### config.mk
export PLATFORM = sky130hd
export DESIGN_NAME = lcd_nibble_reader
export DESIGN_NICKNAME = d
export VERILOG_FILES = /design/src/rtl/lcd_pkg.sv /design/src/rtl/lcd_e_pulse_gen.sv /design/src/rtl/lcd_nibble_reader.sv
export SDC_FILE = /design/constraint.sdc
export NUM_CORES = 1
export LEC_CHECK = 0
export BUFFER_PORTS_ARGS = -buffer_cell sky130_fd_sc_hd__buf_2
export CORE_MARGIN = 4
export CORE_UTILIZATION = 56
export CTS_BUF_LIST = sky130_fd_sc_hd__clkbuf_16
export DETAILED_ROUTE_END_ITERATION = 8
export GPL_TIMING_DRIVEN = 0
export PLACE_DENSITY = 0.8
export RECOVER_POWER = 100
export SYNTH_ARGS = -nofsm -noshare
export SYNTH_HDL_FRONTEND = slang
export SYNTH_SLANG_ARGS = --single-unit
### constraint.sdc
create_clock -name clock -period 2.5 [get_ports clock]
set_input_delay 0.125 -clock clock [delete_from_list [all_inputs] [get_ports clock]]
set_output_delay 0.125 -clock clock [all_outputs]
set_load 0.02 [all_outputs]
### src/rtl/lcd_pkg.sv
// Shared types and default timing for the HD44780 4-bit read path.
package lcd_pkg;

  typedef enum logic [2:0] {
    IDLE,
    SETUP,
    E1_HI,
    E1_LO,
    E2_HI,
    E2_LO,
    DONE
  } lcd_state_t;

  localparam int DEF_SETUP_CYC  = 2;
  localparam int DEF_E_HIGH_CYC = 12;
  localparam int DEF_SAMPLE_CYC = 8;
  localparam int DEF_E_LOW_CYC  = 10;

  localparam int LCD_BF_BIT = 7;

  localparam logic RS_STATUS = 1'b0;
  localparam logic RS_DATA   = 1'b1;

  function automatic logic is_e_high(lcd_state_t s);
    return (s == E1_HI) || (s == E2_HI);
  endfunction

endpackage

### src/rtl/lcd_e_pulse_gen.sv
// Phase timer for the read FSM: counts clocks in each timed state and flags
// the end of the phase plus the d_in sample point inside an E-high window.
module lcd_e_pulse_gen
  import lcd_pkg::*;
#(
  parameter int SETUP_CYC  = DEF_SETUP_CYC,
  parameter int E_HIGH_CYC = DEF_E_HIGH_CYC,
  parameter int SAMPLE_CYC = DEF_SAMPLE_CYC,
  parameter int E_LOW_CYC  = DEF_E_LOW_CYC
) (
  input  logic       clock,
  input  logic       reset,
  input  lcd_state_t state,
  output logic       phase_done,
  output logic       sample
);

  logic [15:0] cnt;
  logic [15:0] limit;
  logic        timed;

  // SETUP ends at cnt==SETUP_CYC so the accept cycle plus SETUP_CYC clocks precede E.
  always_comb begin
    limit = '0;
    timed = 1'b1;
    case (state)
      SETUP:        limit = 16'(SETUP_CYC);
      E1_HI, E2_HI: limit = 16'(E_HIGH_CYC - 1);
      E1_LO, E2_LO: limit = 16'(E_LOW_CYC - 1);
      default:      timed = 1'b0;
    endcase
  end

  assign phase_done = timed && (cnt == limit);
  assign sample     = is_e_high(state) && (cnt == 16'(SAMPLE_CYC));

  always_ff @(posedge clock) begin
    if (reset || !timed || phase_done) begin
      cnt <= '0;
    end else begin
      cnt <= cnt + 16'd1;
    end
  end

endmodule

### src/rtl/lcd_nibble_reader.sv
// HD44780 4-bit read cycle: two E pulses, high then low nibble, returned as one byte.
// Define LCD_BUSY_POLL_EN to re-read status automatically while the busy flag is set.
module lcd_nibble_reader
  import lcd_pkg::*;
#(
  parameter int SETUP_CYC  = DEF_SETUP_CYC,
  parameter int E_HIGH_CYC = DEF_E_HIGH_CYC,
  parameter int SAMPLE_CYC = DEF_SAMPLE_CYC,
  parameter int E_LOW_CYC  = DEF_E_LOW_CYC
`ifdef LCD_BUSY_POLL_EN
  , parameter int MAX_POLLS = 255
`endif
) (
  input  logic       clock,
  input  logic       reset,
  input  logic       start,
  input  logic       rs_sel,
  output logic       ready,
  output logic [7:0] data_out,
  output logic       valid,
  output logic       timeout,
  output logic       lcd_rs,
  output logic       lcd_rw,
  output logic       lcd_e,
  input  logic [3:0] lcd_d_in,
  output logic       lcd_d_oe
);

  lcd_state_t state;
  logic [3:0] hi;
  logic [3:0] lo;
  logic       phase_done;
  logic       sample;
  logic       retry;

  lcd_e_pulse_gen #(
    .SETUP_CYC (SETUP_CYC),
    .E_HIGH_CYC(E_HIGH_CYC),
    .SAMPLE_CYC(SAMPLE_CYC),
    .E_LOW_CYC (E_LOW_CYC)
  ) u_pulse (
    .clock     (clock),
    .reset     (reset),
    .state     (state),
    .phase_done(phase_done),
    .sample    (sample)
  );

`ifdef LCD_BUSY_POLL_EN
  logic [15:0] poll_cnt;
  logic        busy;

  assign busy  = (lcd_rs == RS_STATUS) && hi[LCD_BF_BIT - 4];
  assign retry = busy && (poll_cnt != 16'(MAX_POLLS));

  always_ff @(posedge clock) begin
    if (reset) begin
      poll_cnt <= '0;
      timeout  <= 1'b0;
    end else begin
      timeout <= 1'b0;
      if (state == IDLE && start) begin
        poll_cnt <= '0;
      end else if (state == E2_LO && phase_done) begin
        if (retry) begin
          poll_cnt <= poll_cnt + 16'd1;
        end else begin
          timeout <= busy;
        end
      end
    end
  end
`else
  assign retry   = 1'b0;
  assign timeout = 1'b0;
`endif

  // A retried poll keeps lcd_rw high into DONE, which is how DONE knows to loop back.
  always_ff @(posedge clock) begin
    if (reset) begin
      state    <= IDLE;
      ready    <= 1'b1;
      valid    <= 1'b0;
      data_out <= 8'h00;
      lcd_e    <= 1'b0;
      lcd_rw   <= 1'b0;
      lcd_rs   <= 1'b0;
      lcd_d_oe <= 1'b1;
      hi       <= '0;
      lo       <= '0;
    end else begin
      valid <= 1'b0;
      if (sample) begin
        if (state == E1_HI) hi <= lcd_d_in;
        else                lo <= lcd_d_in;
      end
      case (state)
        IDLE: if (start) begin
          lcd_rs   <= rs_sel;
          lcd_rw   <= 1'b1;
          lcd_d_oe <= 1'b0;
          ready    <= 1'b0;
          state    <= SETUP;
        end
        SETUP: if (phase_done) begin
          lcd_e <= 1'b1;
          state <= E1_HI;
        end
        E1_HI: if (phase_done) begin
          lcd_e <= 1'b0;
          state <= E1_LO;
        end
        E1_LO: if (phase_done) begin
          lcd_e <= 1'b1;
          state <= E2_HI;
        end
        E2_HI: if (phase_done) begin
          lcd_e <= 1'b0;
          state <= E2_LO;
        end
        E2_LO: if (phase_done) begin
          state <= DONE;
          if (!retry) begin
            data_out <= {hi, lo};
            valid    <= 1'b1;
            lcd_rw   <= 1'b0;
          end
        end
        DONE: begin
          if (lcd_rw) begin
            state <= SETUP;
          end else begin
            state    <= IDLE;
            ready    <= 1'b1;
            lcd_d_oe <= 1'b1;
          end
        end
        default: state <= IDLE;
      endcase
    end
  end

endmodule

==> impl_results.html, run 1 <==
<table>
<tr><th>Metric</th><th>Value</th></tr>
<tr><th colspan="2">Cells and area</th></tr>
<tr><td>Final #Nets</td><td>234</td></tr>
<tr><td>Register area</td><td>800.8 um2</td></tr>
<tr><td>FILL cells</td><td>285</td></tr>
<tr><td>Most common cell after layout, fill and taps aside</td><td>nor2_1</td></tr>
<tr><td>Commonest non-fill, non-tap cells in the layout</td><td>nor2_1, dfxtp_1, clkbuf_1, mux2i_1, nand2_1</td></tr>
<tr><td>Number of antenna repair diodes</td><td>0</td></tr>
<tr><td>Area occupied by multi-input gates</td><td>884.6 um2</td></tr>
<tr><td>Final core utilization</td><td>0.6676</td></tr>
<tr><td>Share of final-layout standard cells stronger than drive strength 1</td><td>0.1116</td></tr>
<tr><td>Signed area change from the synthesized netlist to the final layout</td><td>14.64%</td></tr>
<tr><th colspan="2">Global route</th></tr>
<tr><td>Grt met2 use</td><td>0.2758</td></tr>
<tr><td>Routing usage on met3</td><td>0.05975</td></tr>
<tr><td>Largest net degree at the start of global routing</td><td>13</td></tr>
<tr><td>Total routing usage reported by global routing</td><td>0.1811</td></tr>
<tr><td>Initial antenna violation count</td><td>0</td></tr>
<tr><td>First-pass GRT wire length</td><td>5816 um</td></tr>
<tr><td>Grt peak-use layer</td><td>met2</td></tr>
<tr><td>Via count of the first global-routing pass</td><td>1316</td></tr>
<tr><td>GRT met1 Usage</td><td>0.2295</td></tr>
<tr><td>Total global routing overflow</td><td>0</td></tr>
<tr><th colspan="2">Placement</th></tr>
<tr><td>Placed wire-length estimate after detailed placement</td><td>2323 um</td></tr>
<tr><td>Final estimated routing congestion in global placement</td><td>0.7837</td></tr>
<tr><td>Number of input and output port buffers inserted</td><td>20</td></tr>
<tr><th colspan="2">Floorplan</th></tr>
<tr><td>Die height</td><td>64.35 um</td></tr>
<tr><td>Area inside the core boundary</td><td>3053 um2</td></tr>
<tr><td>I/O pin count</td><td>23</td></tr>
<tr><td>Width of the die</td><td>64.35 um</td></tr>
<tr><td>Row Count</td><td>20</td></tr>
<tr><td>Initial Utilization</td><td>0.5824</td></tr>
<tr><td>DIE AREA</td><td>4140 um2</td></tr>
<tr><th colspan="2">Timing</th></tr>
<tr><td>Max Clock Freq</td><td>492.9 MHz</td></tr>
<tr><td>Setup TNS after final layout</td><td>0 ps</td></tr>
<tr><td>Unrepaired setup endpoints after global routing</td><td>false</td></tr>
<tr><td>Number of failing setup endpoints in the final timing report</td><td>0</td></tr>
<tr><td>Largest clock skew in the final design</td><td>1.797 ps</td></tr>
<tr><td>Total count of hold-check failures in the final report</td><td>0</td></tr>
<tr><td>Final cycle utilization of the critical path</td><td>0.8115</td></tr>
<tr><td>Minimum period implied by the final worst setup slack</td><td>2029 ps</td></tr>
<tr><td>Count of final max-slew check failures</td><td>0</td></tr>
<tr><th colspan="2">CTS</th></tr>
<tr><td>Number of hold buffers added after cts</td><td>0</td></tr>
<tr><td>Skew-Pair Late Insertion Delay</td><td>280 ps</td></tr>
<tr><td>Cts bufs inserted</td><td>5</td></tr>
<tr><td>CTS tree</td><td>done</td></tr>
<tr><td>Clock buffer depth</td><td>2</td></tr>
<tr><td>Post-CTS setup-driven buffer insertion count</td><td>0</td></tr>
<tr><td>Cells resized by post-CTS repair</td><td>0</td></tr>
<tr><td>CTS sink cnt</td><td>40</td></tr>
<tr><td>H-tree level count</td><td>2</td></tr>
<tr><td>Clock root buffer</td><td>clkbuf_16</td></tr>
<tr><td>Clock slew at the register clock pins of the worst setup and hold paths</td><td>60 ps</td></tr>
<tr><th colspan="2">Routing</th></tr>
<tr><td>Number of DRC violations after detailed-routing iteration 0</td><td>66</td></tr>
<tr><td>Number of antenna-violating nets in the routed design</td><td>0</td></tr>
<tr><td>Post-detailed-route DRC marker count</td><td>0</td></tr>
<tr><td>Routed via count</td><td>1381</td></tr>
<tr><td>Average via count per standard cell</td><td>5.153</td></tr>
<tr><td>TritonRoute pass-1 iters</td><td>4</td></tr>
<tr><td>Final WL</td><td>3266 um</td></tr>
<tr><td>Routed wirelength normalized by instance count</td><td>12.19 um</td></tr>
<tr><th colspan="2">Hold path</th></tr>
<tr><td>Cell depth of the worst hold path</td><td>3</td></tr>
<tr><td>Path class of the lowest-slack min-delay path</td><td>in2reg</td></tr>
<tr><th colspan="2">Synthesis</th></tr>
<tr><td>Sequential fraction of the synthesis area</td><td>0.4504</td></tr>
<tr><td>Area fraction of the dominant cell type after synthesis</td><td>0.4504</td></tr>
<tr><td>Cell area after technology mapping</td><td>1778 um2</td></tr>
<tr><td>Synth top area cells</td><td>dfxtp_1, nor2_1, mux2i_1</td></tr>
<tr><td>Mean Syn Cell Area</td><td>9.025 um2</td></tr>
<tr><td>Count of cell types in the netlist</td><td>39</td></tr>
<tr><td>Cells after Synth</td><td>197</td></tr>
<tr><td>Number of enable-type register cells in the synthesized netlist</td><td>0</td></tr>
<tr><td>Most used flip-flop cell after synthesis</td><td>dfxtp_1</td></tr>
<tr><td>Share of synthesized flip-flops with an asynchronous set or reset</td><td>0</td></tr>
<tr><td>Library cell occupying the most area in the post-synthesis netlist</td><td>dfxtp_1</td></tr>
<tr><td>Number of warnings printed during yosys synthesis</td><td>0</td></tr>
<tr><td>Flops &amp; latches, synth</td><td>40</td></tr>
<tr><td>Total nets after synthesis</td><td>207</td></tr>
<tr><th colspan="2">Setup path</th></tr>
<tr><td>Crit-path max FO</td><td>10</td></tr>
<tr><td>Sequence of cells on the critical path</td><td>nor4_1 -&gt; nand3_1 -&gt; nor4b_4 -&gt; nand2_1 -&gt; nand2_1 -&gt; buf_4 -&gt; nor2_1</td></tr>
<tr><td>Kind of end point of the critical path</td><td>register</td></tr>
<tr><td>Signal arrival time at the worst endpoint</td><td>2200 ps</td></tr>
<tr><td>R2r worst-path depth</td><td>7</td></tr>
<tr><td>Crit path top cell by count</td><td>nand2_1</td></tr>
<tr><td>Launching element type of the critical path</td><td>register</td></tr>
<tr><td>Slowest stage cell on the critical path</td><td>nor4b_4</td></tr>
<tr><td>Type of the setup path with the least slack</td><td>reg2reg</td></tr>
<tr><td>Critical path's largest stage delay</td><td>420 ps</td></tr>
<tr><td>Crit path required time</td><td>2670 ps</td></tr>
<tr><th colspan="2">Pwr</th></tr>
<tr><td>P_int</td><td>1215 uW</td></tr>
<tr><td>Clock network fraction of design power</td><td>0.343</td></tr>
<tr><td>Static leakage</td><td>0.0008930 uW</td></tr>
<tr><td>Relative contribution of combinational cells to total power</td><td>0.251</td></tr>
<tr><td>Power per unit of standard cell area</td><td>858.6 nW/um2</td></tr>
<tr><td>Max rail drop VDD</td><td>0.0005792 V</td></tr>
<tr><td>Switching Fraction</td><td>0.3056</td></tr>
<tr><td>Switching component of the power</td><td>534.8 uW</td></tr>
<tr><td>Register share of total power</td><td>0.406</td></tr>
<tr><th colspan="2">Flow run</th></tr>
<tr><td>Max_cap viols</td><td>0</td></tr>
<tr><th colspan="2">Status</th></tr>
<tr><td>Status</td><td>complete, no violations</td></tr>
</table>
[worst paths after layout]
path                         startpoint                         to  slack (ps)
max          u_pulse.cnt[10]$_SDFF_PP0_  u_pulse.cnt[4]$_SDFF_PP0_         470
min                         lcd_d_in[0]         lo[0]$_SDFFE_PP0P_         100
max reg2reg  u_pulse.cnt[10]$_SDFF_PP0_  u_pulse.cnt[4]$_SDFF_PP0_         470
min reg2reg         lcd_rs$_SDFFE_PP0P_        lcd_rs$_SDFFE_PP0P_         460
[routing by layer]
metal,vias to the layer above,share of wire
met5,-,0
met4,0,0.020
met3,6,0.049
met2,31,0.47
met1,631,0.46
li1,713,-
[synthesized netlist by cell type (all sizes together) (4+ instances only)]
cell type and count:
a21oi 5, nand4 4, dfxtp 40, nand2 12, mux2i 16, inv 4, o21ai 4, nand3 10
buf 8, xor2 11, nor2 44, nor3 5
[flip-flops by register name, summed over array words and instances, names as in the netlist]
register,flops
valid,1
lcd_d_oe,1
u_pulse.cnt,16
lcd_rw,1
data_out,8
lcd_rs,1
state,3
hi,4
lo,4
lcd_e,1
[area by class of cell]
class / instances / area share
repair buffers: 20 / 0.04052
plain buffers: 11 / 0.03069
well taps: 44 / 0.02701
inverters: 4 / 0.007366
multi-input cells: 142 / 0.4340
clock inverters: 2 / 0.006139
flip-flops and latches: 40 / 0.3929
clock buffers: 5 / 0.06139
[critical path: cells and delay by family, from the launching register on]
family / cells / cell delay (ps)
buffers and inverters: 1 / 230
flip-flops: 1 / 330
AND/OR/NAND/NOR: 6 / 1360
[cell families after synthesis]
family	Yosys count	share of synthesized area
simple gates	88	0.2442
flops	40	0.4504
compound gates	20	0.07740
mux	17	0.09852
buf+inv	15	0.04433
xor+xnor	14	0.06897
fa+ha+maj	2	0.01407
other cells	1	0.002109
[per-stage QoR]
stage / cells / cell area, um2 / total power, uW / hold slack [ps] / setup slack, ps
final: 268 / 2038 / 1750 / 96.60 / 471.4
after global routing: 268 / 2038 / 1858 / 122.0 / 247.6
after CTS: 268 / 2071 / 1784 / 97.82 / 531.4
after detailed placement: 261 / 1933 / 1183 / 385.3 / 539.6
after global placement: 261 / 1933 / 1169 / 371.6 / 588.5
after floorplan: 197 / 1778 / 1085 / 268.9 / 771.1
[power groups by stage]
stage	registers, uW	logic [uW]	clock network, uW
after floorplan	740	345	0
after global placement	723	446	0
after detailed placement	724	460	0
after CTS	710	461	612
after global routing	717	485	656
final	711	439	600
Power figures use the tool's default switching activity.
==> run 2, diff against run 1 <==
CORE_UTILIZATION = 51   (was 56)
PLACE_DENSITY = 0.77   (was 0.8)
clock period = 1.8 ns   (was 2.5 ns; I/O delays follow)
==> run 2 against run 1 <==
Compared with the run above: clock skew is 1.3 ps higher; combinational power increased by 82%; fmax is 13% higher; sequential power increased by 40%; highest routed layer unchanged; total power up 61%; largest power group is now the clock network.
==> impl_results.html, run 2 (synthesis gave the netlist of run 1 again) <==
<table>
<tr><th>Metric</th><th>Value</th></tr>
<tr><th colspan="2">Status</th></tr>
<tr><td>Status</td><td>complete, no violations</td></tr>
<tr><th colspan="2">Timing</th></tr>
<tr><td>Final cycle utilization of the critical path</td><td>0.9942</td></tr>
<tr><td>Number of failing setup endpoints in the final timing report</td><td>0</td></tr>
<tr><td>Largest clock skew in the final design</td><td>3.106 ps</td></tr>
<tr><td>Unrepaired setup endpoints after global routing</td><td>true</td></tr>
<tr><td>Setup TNS after final layout</td><td>0 ps</td></tr>
<tr><td>Max Clock Freq</td><td>558.8 MHz</td></tr>
<tr><td>Count of final max-slew check failures</td><td>0</td></tr>
<tr><td>Minimum period implied by the final worst setup slack</td><td>1789 ps</td></tr>
<tr><td>Total count of hold-check failures in the final report</td><td>0</td></tr>
<tr><th colspan="2">Floorplan</th></tr>
<tr><td>Width of the die</td><td>67.05 um</td></tr>
<tr><td>Row Count</td><td>21</td></tr>
<tr><td>DIE AREA</td><td>4495 um2</td></tr>
<tr><td>Area inside the core boundary</td><td>3363 um2</td></tr>
<tr><td>I/O pin count</td><td>23</td></tr>
<tr><td>Die height</td><td>67.05 um</td></tr>
<tr><td>Initial Utilization</td><td>0.5286</td></tr>
<tr><th colspan="2">Setup path</th></tr>
<tr><td>Crit-path max FO</td><td>4</td></tr>
<tr><td>Type of the setup path with the least slack</td><td>reg2reg</td></tr>
<tr><td>Slowest stage cell on the critical path</td><td>dfxtp_2</td></tr>
<tr><td>Signal arrival time at the worst endpoint</td><td>2010 ps</td></tr>
<tr><td>Crit path top cell by count</td><td>nand3_2</td></tr>
<tr><td>Kind of end point of the critical path</td><td>register</td></tr>
<tr><td>Sequence of cells on the critical path</td><td>nor4_4 -&gt; nand3_2 -&gt; nor4b_4 -&gt; buf_4 -&gt; nand3_2 -&gt; mux2_4 -&gt; nor2_2</td></tr>
<tr><td>Launching element type of the critical path</td><td>register</td></tr>
<tr><td>Crit path required time</td><td>2020 ps</td></tr>
<tr><td>Critical path's largest stage delay</td><td>350 ps</td></tr>
<tr><th colspan="2">Cells and area</th></tr>
<tr><td>Final core utilization</td><td>0.6659</td></tr>
<tr><td>Final #Nets</td><td>240</td></tr>
<tr><td>Register area</td><td>812.0 um2</td></tr>
<tr><td>FILL cells</td><td>300</td></tr>
<tr><td>Share of final-layout standard cells stronger than drive strength 1</td><td>0.2251</td></tr>
<tr><td>Area occupied by multi-input gates</td><td>972.2 um2</td></tr>
<tr><td>Top Registers</td><td>u_pulse.cnt: 16 flops, data_out: 8 flops</td></tr>
<tr><td>Largest register FFs</td><td>16</td></tr>
<tr><td>Most common cell after layout, fill and taps aside</td><td>nor2_1</td></tr>
<tr><td>Commonest non-fill, non-tap cells in the layout</td><td>nor2_1, dfxtp_1, clkbuf_1, mux2i_1</td></tr>
<tr><td>Number of antenna repair diodes</td><td>0</td></tr>
<tr><td>Reg with most FFs</td><td>u_pulse.cnt</td></tr>
<tr><td>Signed area change from the synthesized netlist to the final layout</td><td>25.97%</td></tr>
<tr><th colspan="2">Routing</th></tr>
<tr><td>Routed via count</td><td>1421</td></tr>
<tr><td>Number of antenna-violating nets in the routed design</td><td>0</td></tr>
<tr><td>TritonRoute pass-1 iters</td><td>4</td></tr>
<tr><td>Average via count per standard cell</td><td>5.130</td></tr>
<tr><td>Routed wirelength normalized by instance count</td><td>12.72 um</td></tr>
<tr><td>Post-detailed-route DRC marker count</td><td>0</td></tr>
<tr><td>Number of DRC violations after detailed-routing iteration 0</td><td>86</td></tr>
<tr><td>Final WL</td><td>3524 um</td></tr>
<tr><th colspan="2">CTS</th></tr>
<tr><td>Clock buffer depth</td><td>2</td></tr>
<tr><td>Cts bufs inserted</td><td>5</td></tr>
<tr><td>Clock slew at the register clock pins of the worst setup and hold paths</td><td>60 ps</td></tr>
<tr><td>Skew-Pair Late Insertion Delay</td><td>280 ps</td></tr>
<tr><td>H-tree level count</td><td>2</td></tr>
<tr><td>Clock root buffer</td><td>clkbuf_16</td></tr>
<tr><td>CTS sink cnt</td><td>40</td></tr>
<tr><td>CTS tree</td><td>done</td></tr>
<tr><th colspan="2">Pwr</th></tr>
<tr><td>Switching component of the power</td><td>861.6 uW</td></tr>
<tr><td>Relative contribution of combinational cells to total power</td><td>0.284</td></tr>
<tr><td>P_int</td><td>1957 uW</td></tr>
<tr><td>Clock network fraction of design power</td><td>0.363</td></tr>
<tr><td>Switching Fraction</td><td>0.3057</td></tr>
<tr><td>Static leakage</td><td>0.0009866 uW</td></tr>
<tr><td>Max rail drop VDD</td><td>0.0007780 V</td></tr>
<tr><td>Power per unit of standard cell area</td><td>1258 nW/um2</td></tr>
<tr><td>Register share of total power</td><td>0.353</td></tr>
<tr><th colspan="2">Global route</th></tr>
<tr><td>Largest net degree at the start of global routing</td><td>15</td></tr>
<tr><td>Initial antenna violation count</td><td>0</td></tr>
<tr><td>First-pass GRT wire length</td><td>6072 um</td></tr>
<tr><td>Via count of the first global-routing pass</td><td>1344</td></tr>
<tr><td>Total global routing overflow</td><td>0</td></tr>
<tr><td>Total routing usage reported by global routing</td><td>0.1792</td></tr>
<tr><th colspan="2">Placement</th></tr>
<tr><td>Final estimated routing congestion in global placement</td><td>0.7615</td></tr>
<tr><td>Placed wire-length estimate after detailed placement</td><td>2336 um</td></tr>
<tr><td>Number of input and output port buffers inserted</td><td>20</td></tr>
<tr><th colspan="2">Hold path</th></tr>
<tr><td>Path class of the lowest-slack min-delay path</td><td>in2reg</td></tr>
<tr><th colspan="2">Flow run</th></tr>
<tr><td>Max_cap viols</td><td>0</td></tr>
</table>
[run 2: cell types whose count changed in the layout (fill, tap and decap cells not counted), sizes merged]
cell,delta
bufinv,+1
buf,+7
clkbuf,-1
clkinv,-1
inv,+1
[run 2: power groups by stage]
stage / logic [uW] / clock network (uW) / registers [uW]
after floorplan: 479 / 0 / 1030
after global placement: 622 / 0 / 1000
after detailed placement: 626 / 0 / 1010
after CTS: 787 / 1040 / 992
after global routing: 875 / 1080 / 1000
final: 801 / 1020 / 994
[run 2: metal layers]
layer  part of all wire  up-vias  global-route usage
met4              0.016        0             0.07342
met2               0.50       24              0.3006
met3              0.039        7             0.05734
met5                  0        -                   0
li1                   -      725                   -
met1               0.44      665              0.2080
[run 2: worst max-delay path, delay by kind of cell (launching register included)]
| kind | cells | cell delay [ps] |
|---|---|---|
| mux | 1 | 320 |
| simple gates | 5 | 890 |
| flops | 1 | 350 |
| buf+inv | 1 | 170 |
[run 2: cell type report]
type                    instances  share of cell area
plain buffers                  10             0.03408
clock buffers                   5             0.05587
clock inverters                 3             0.02067
inverters                       4            0.006704
multi-input cells             142              0.4341
flip-flops and latches         40              0.3626
well taps                      46             0.02570
repair buffers                 27             0.06034
[run 2: metrics by stage]
stage	area [um2]	instances	hold slack [ps]	total power, uW	worst slack, ps
5_1_grt	2240	277	80.14	2959	-152.3
3_5_place_dp	1936	263	346.9	1634	-142.1
3_3_place_gp	1936	263	337.1	1626	-118.9
4_1_cts	2215	276	56.69	2817	2.339
2_1_floorplan	1778	197	233.9	1507	71.15
6_report	2240	277	55.17	2818	10.53
[run 2: timing repair]
action | 4_1_cts | 5_1_grt
buffers inserted | 5 | 1
gates resized for setup | 18 | 14
setup endpoints to repair | 21 | 29
hold buffers | 0 | 0
cloned | 1 | 0
pin swaps | 5 | 6
[run 2: path summary, 6_finish.rpt]
| path | slack (ps) | to | from | cells after the start |
|---|---|---|---|---|
| max | 10 | state[1]$_SDFFE_PP0P_ | u_pulse.cnt[8]$_SDFF_PP0_ | 7 |
| min | 60 | hi[0]$_SDFFE_PP0P_ | lcd_d_in[0] | 3 |
| max reg2reg | 10 | state[1]$_SDFFE_PP0P_ | u_pulse.cnt[8]$_SDFF_PP0_ | 7 |
| min reg2reg | 460 | lcd_rs$_SDFFE_PP0P_ | lcd_rs$_SDFFE_PP0P_ | 2 |
